### src/rtl/fifo_wptr_full.sv
// Write-side pointer and full/level logic of an asynchronous FIFO.
// Works in the clk domain against a read pointer that has already been synchronised into it.
module fifo_wptr_full #(
    parameter int ADDR_WIDTH   = 4,
    parameter int AFULL_THRESH = 12
) (
    input  logic                  clk,
    input  logic                  rstn,
    input  logic                  wr_en,
    input  logic                  ovf_clr,
    input  logic [ADDR_WIDTH:0]   rptr_gray_sync,
    output logic [ADDR_WIDTH-1:0] waddr,
    output logic [ADDR_WIDTH:0]   wptr_gray,
    output logic                  wfull,
    output logic                  walmost_full,
    output logic [ADDR_WIDTH:0]   wlevel,
    output logic                  wr_ack,
    output logic                  overflow
);

    localparam int PW = ADDR_WIDTH + 1;
    localparam logic [PW-1:0] AFULL_LVL = PW'(AFULL_THRESH);

    logic [PW-1:0] wbin;
    logic [PW-1:0] next_bin;
    logic [PW-1:0] next_gray;
    logic [PW-1:0] rbin_sync;
    logic [PW-1:0] next_level;
    logic [PW-1:0] full_pattern;
    logic          accept;
    logic          next_full;
    logic          next_afull;

    function automatic logic [PW-1:0] gray2bin(input logic [PW-1:0] g);
        logic [PW-1:0] b;
        b[PW-1] = g[PW-1];
        for (int i = PW - 2; i >= 0; i--) begin
            b[i] = b[i+1] ^ g[i];
        end
        return b;
    endfunction

    // Handshake: wr_en is the request and ~wfull the ready; a write transfers
    // only when both are high at a clk edge, and wr_ack reports it one cycle later.
    always_comb begin
        accept       = wr_en & ~wfull;
        next_bin     = wbin + {{(PW-1){1'b0}}, accept};
        next_gray    = next_bin ^ (next_bin >> 1);
        rbin_sync    = gray2bin(rptr_gray_sync);
        next_level   = next_bin - rbin_sync;
        // Full when the pointers differ only in the wrap bit, seen in Gray form.
        full_pattern = {~rptr_gray_sync[ADDR_WIDTH:ADDR_WIDTH-1], rptr_gray_sync[ADDR_WIDTH-2:0]};
        next_full    = (next_gray == full_pattern);
        next_afull   = (next_level >= AFULL_LVL);
    end

    always_ff @(posedge clk or negedge rstn) begin
        if (!rstn) begin
            wbin         <= '0;
            wptr_gray    <= '0;
            wfull        <= 1'b0;
            walmost_full <= 1'b0;
            wlevel       <= '0;
            wr_ack       <= 1'b0;
            overflow     <= 1'b0;
        end else begin
            wbin         <= next_bin;
            wptr_gray    <= next_gray;
            wfull        <= next_full;
            walmost_full <= next_afull;
            wlevel       <= next_level;
            wr_ack       <= accept;
            if (wr_en && wfull) begin
                overflow <= 1'b1;
            end else if (ovf_clr) begin
                overflow <= 1'b0;
            end
        end
    end

    assign waddr = wbin[ADDR_WIDTH-1:0];

endmodule

### config.mk
export PLATFORM = sky130hd
export DESIGN_NAME = fifo_wptr_full
export DESIGN_NICKNAME = d
export VERILOG_FILES = /design/src/rtl/fifo_wptr_full.sv
export SDC_FILE = /design/constraint.sdc
export NUM_CORES = 1
export LEC_CHECK = 0
export BUFFER_PORTS_ARGS = -buffer_cell sky130_fd_sc_hd__buf_2
export CAP_MARGIN = 20
export CORE_MARGIN = 3
export CORE_UTILIZATION = 53
export CTS_BUF_LIST = sky130_fd_sc_hd__clkbuf_4
export CTS_CLUSTER_SIZE = 20
export DETAILED_ROUTE_END_ITERATION = 10
export PLACE_DENSITY = 0.86
export SKIP_LAST_GASP = 1
export SLEW_MARGIN = 10
export SYNTH_ARGS = -nofsm -noshare
export SYNTH_HDL_FRONTEND = slang
export SYNTH_SLANG_ARGS = --single-unit
### constraint.sdc
create_clock -name clk -period 3 [get_ports clk]
set_input_delay 0.15 -clock clk [delete_from_list [all_inputs] [get_ports clk]]
set_output_delay 0.15 -clock clk [all_outputs]
set_load 0.03 [all_outputs]
-- Yosys cells after proc, flatten, opt, wreduce, memory -nomap -nowiden
Index checks and enable logic that the tools add are counted.
- register bits: 19
- bits in latches: 0
- RAM bits: 0
- ROM bits: 0
- input port bits: 9
- output and inout bits: 18
- word-level logic and storage cells: 23
- memories kept: 0
- add/sub/neg operators: 2
- multipliers: 0
- divide/modulo/power cells: 0
- order comparisons: 1
- eq/ne operators: 1
- shift operators: 0
- multiplexer cells: 2
- bitwise logic cells: 8
- reductions and logical operators: 2
- operator list (kind ; count):
    $add A5 B1 Y5 ; 1
    $eq A5 B5 Y1 ; 1
    $ge A5 B4 Y1 const B ; 1
    $sub A5 B5 Y5 ; 1
    $xor A5 B4 Y5 ; 1
    $xor A1 B1 Y1 ; 4
    $mux W1 ; 2
    $not A2 Y2 ; 1
    $reduce_bool A2 Y1 ; 1
    $and A1 B1 Y1 ; 1
    $logic_and A1 B1 Y1 ; 1
    $not A1 Y1 ; 1

-- Logic depth before layout (Yosys ltp)
- word-level depth: 6
- mapped depth: 10
- depth with buffers taken out: 10

-- Worst setup path before layout
OpenSTA, ideal clock, no wires.
- path kind: register -> register
- start point: register wfull
- end point: register walmost_full
- setup time: 0.138 ns
- arrival: 2.656 ns
- data required time: 2.862 ns
- slack: 0.206 ns
- cell stages (with the launch flop): 10
- path buffers: 0
- period minus slack after synthesis: 2.794 ns
- cell sequence: dfrtp_1 > nor2b_1 > ha_1 > ha_1 > inv_1 > fa_1 > nor2b_1 > o21ai_0 > and3_1 > or4b_1
- longest elaborated chain between the ends: 5
- ends and longest elaborated chain (element ; line ; source):
    from (decl) ; 14 ; output logic wfull,
    from (signal assigned) ; 69 ; wfull <= next_full;
    $not A1 Y1 ; 46 ; accept = wr_en & ~wfull;
    $and A1 B1 Y1 ; 46 ;
    net accept ; 30 ; logic accept;
    $add A5 B1 Y5 ; 47 ; next_bin = wbin + {{(PW-1){1'b0}}, accept};
    net next_bin[1] ; 25 ; logic [PW-1:0] next_bin;
    $sub A5 B5 Y5 ; 50 ; next_level = next_bin - rbin_sync;
    $ge A5 B4 Y1 ; 54 ; next_afull = (next_level >= AFULL_LVL);
    net next_afull ; 32 ; logic next_afull;
    to (signal assigned) ; 70 ; walmost_full <= next_afull;
    to (decl) ; 15 ; output logic walmost_full,
The timed path passes the listed nets, and every way through them passes these cells.
A chain may end at the register's enable or synchronous reset.

-- Final worst setup path
Ends and elaborated chain as after synthesis.

==> flow_summary.json <==
{
  "finalMaxSlewViolations": 0,
  "fin_worst_skew_ps": 4.48,
  "synth.avg_cell_area_um2": 12.0,
  "cp_slowest_stage_delay_ps": 520,
  "cp-end-kind": "register",
  "portBuffers": 26,
  "layout-drive-gt1-share_pct": 35.7,
  "cts_buffers": 3,
  "fp.dieH_um": 48.8,
  "vias": 700,
  "fp.dieW_um": 48.8,
  "wl_per_cell_um": 13.1,
  "crit_path_max_fanout": 6,
  "ys_ff_latch": 18,
  "boundaryPins": 27,
  "cts_tree": "done",
  "cap_violations": 0,
  "hold_path.class": "in -> reg",
  "max_freq_mhz": 358,
  "drt-initial-drc-count": 6,
  "crit_chain": "nor2b_1, ha_1, ha_2, inv_1, fa_1, nor2b_1, o21ai_0, and3_1, or4b_1",
  "n_fill_cell": 126,
  "core-area_um2": 1610,
  "syn-cell-area_um2": 971,
  "clkSinkCount": 18,
  "nets": 130,
  "routed_wirelength_um": 1780,
  "tns_ps": 0,
  "netlist_instances": 81,
  "diodes": 0,
  "start_util_pct": 60.2,
  "root_buffer": "clkbuf_4",
  "fin_util_pct": 73.0,
  "maxSlewHeadroom_pct": 74.1,
  "grt_pass1_vias": 692,
  "ant_nets": 0,
  "setup.worst_path.start_class": "register",
  "viasPerCell": 5.15,
  "fin_crit_ps": 2790,
  "syn_to_final_growth_pct": 21.1,
  "crit_required_ps": 3150,
  "worstPathArrival_ps": 2940,
  "cpMaxStageDelayCell": "fa_1",
  "die_area_um2": 2380,
  "grt_pass1_wl_um": 3060,
  "seq_area_frac_synth_pct": 46.4,
  "rsz0062_at_grt": "no",
  "finalCritPeriodShare_pct": 93.1,
  "overflow": 0,
  "critical_path_class": "reg -> reg",
  "grt_max_degree": 19,
  "tightest_slew_ps": 388,
  "htree_num_levels": 1,
  "r2r_slack_ps": 210,
  "final_common_cell": "buf_2",
  "globalplace.congestion": 0.744,
  "status": "finished, final reports clean",
  "row_count": 14,
  "clock_path_buffers": 2,
  "antenna_found_initial": 0,
  "path_clk_slew_ps": 100,
  "finalSetupViolations": 0,
  "clock_latency_ps": 280,
  "hold_viol": 0,
  "track_usage_pct": 16.1,
  "drc_errors": 0,
  "synth_nets": 97,
  "first_pass_iters": 4,
  "dp_hpwl_um": 1440,
  "netlist-cell-type-count": 29,
  "final_cell_mix": "buf_2 (26), dfrtp_1 (18), xnor2_1 (12)",
  "yosys_warnings": 0,
  "cpMostUsedCell": "nor2b_1"
}
cell usage after synthesis, drive strengths merged:
library cell	instances	area share [%]
o21ai	2	1.0
xor2	7	7.1
fa	1	2.1
a21oi	2	1.0
nor2b	2	1.3
nor4	1	0.64
or2	1	0.64
nand3	4	2.6
nand2	1	0.39
a21o	1	0.77
o2bb2ai	1	0.90
inv	9	3.5
xnor2	14	14
dfrtp	18	46
a21bo	1	1.0
a21boi	1	1.2
nand4	1	0.64
a31oi	1	0.64
or3	1	0.64
buf	1	0.51
ha	6	7.7
a2111oi	1	1.5
mux2i	1	1.0
nand4b	1	0.90
and3	1	0.64
or4b	1	1.0
metal layers:
metal | routed length, um | global-route usage (%) | vias up | part of all wire, %
met3 | 102 | 3.98 | 2 | 5.7
li1 | - | - | 334 | -
met2 | 905 | 29.4 | 22 | 51
met4 | 14 | 4.27 | 0 | 0.79
met1 | 754 | 18.5 | 342 | 42
met5 | 0 | 0 | - | 0
sequential cells by signal (all words and copies together), names as in the netlist:
name,count
overflow,1
walmost_full,1
wbin,5
wfull,1
wlevel,5
wptr_gray,4
wr_ack,1
layout make-up:
cell class / count / area, um2 / area share [%]
clock buffer: 3 / 22.5 / 1.91
timing repair buffer: 29 / 155 / 13.2
inverter: 9 / 33.8 / 2.87
multi-input combinational: 53 / 484 / 41.2
tap: 24 / 30.0 / 2.55
sequential: 18 / 450 / 38.3
per-stage QoR:
step | std cells | hold slack [ps] | worst slack, ps | area [um2]
finish | 136 | 54.8 | 207 | 1180
global route | 136 | 62.9 | 50.9 | 1180
CTS | 136 | 53.8 | 135 | 1170
detailed placement | 132 | 95.7 | 62.7 | 1140
global placement | 132 | 93.5 | 207 | 1140
floorplan | 81 | -146 | 206 | 971
cells by family (layout without fill, tap and decap cells):
family | after synthesis | count (layout) | synth area share, %
adder cells (fa/ha/maj) | 7 | 7 | 9.79
flip-flops | 18 | 18 | 46.4
XOR/XNOR | 21 | 21 | 21.3
buffers and inverters | 10 | 41 | 3.99
AND/OR/NAND/NOR | 14 | 14 | 9.41
AO/OA/AOI/OAI | 10 | 10 | 8.12
multiplexers | 1 | 1 | 1.03
timing repair:
action	CTS	global route
setup buffers	0	0
hold buffers	1	0
resized for setup	0	1
hold endpoints to repair	18	0
setup endpoints to repair	0	1
worst max-delay path: cells and delay by family (launching register included):
kind,cells,cell delay [ps]
adders and majority gates,3,1070
and+or+nand+nor,4,1010
DFF,1,400
buffers and inverters,1,100
AOI/OAI and AO/OA,1,90
final timing paths:
path | from | endpoint | cells past startpoint
worst min register to register | wfull | wr_ack | 1
worst max-delay path | wfull | walmost_full | 9
max in group asynchronous | rstn | walmost_full | 2
min in group asynchronous | rstn | wlevel[1] | 2
worst min-delay path | ovf_clr | overflow | 2
worst max register to register | wfull | walmost_full | 9
Power is not shown: default switching activity piles up to over one toggle a cycle in this logic, so the estimate is an artifact.
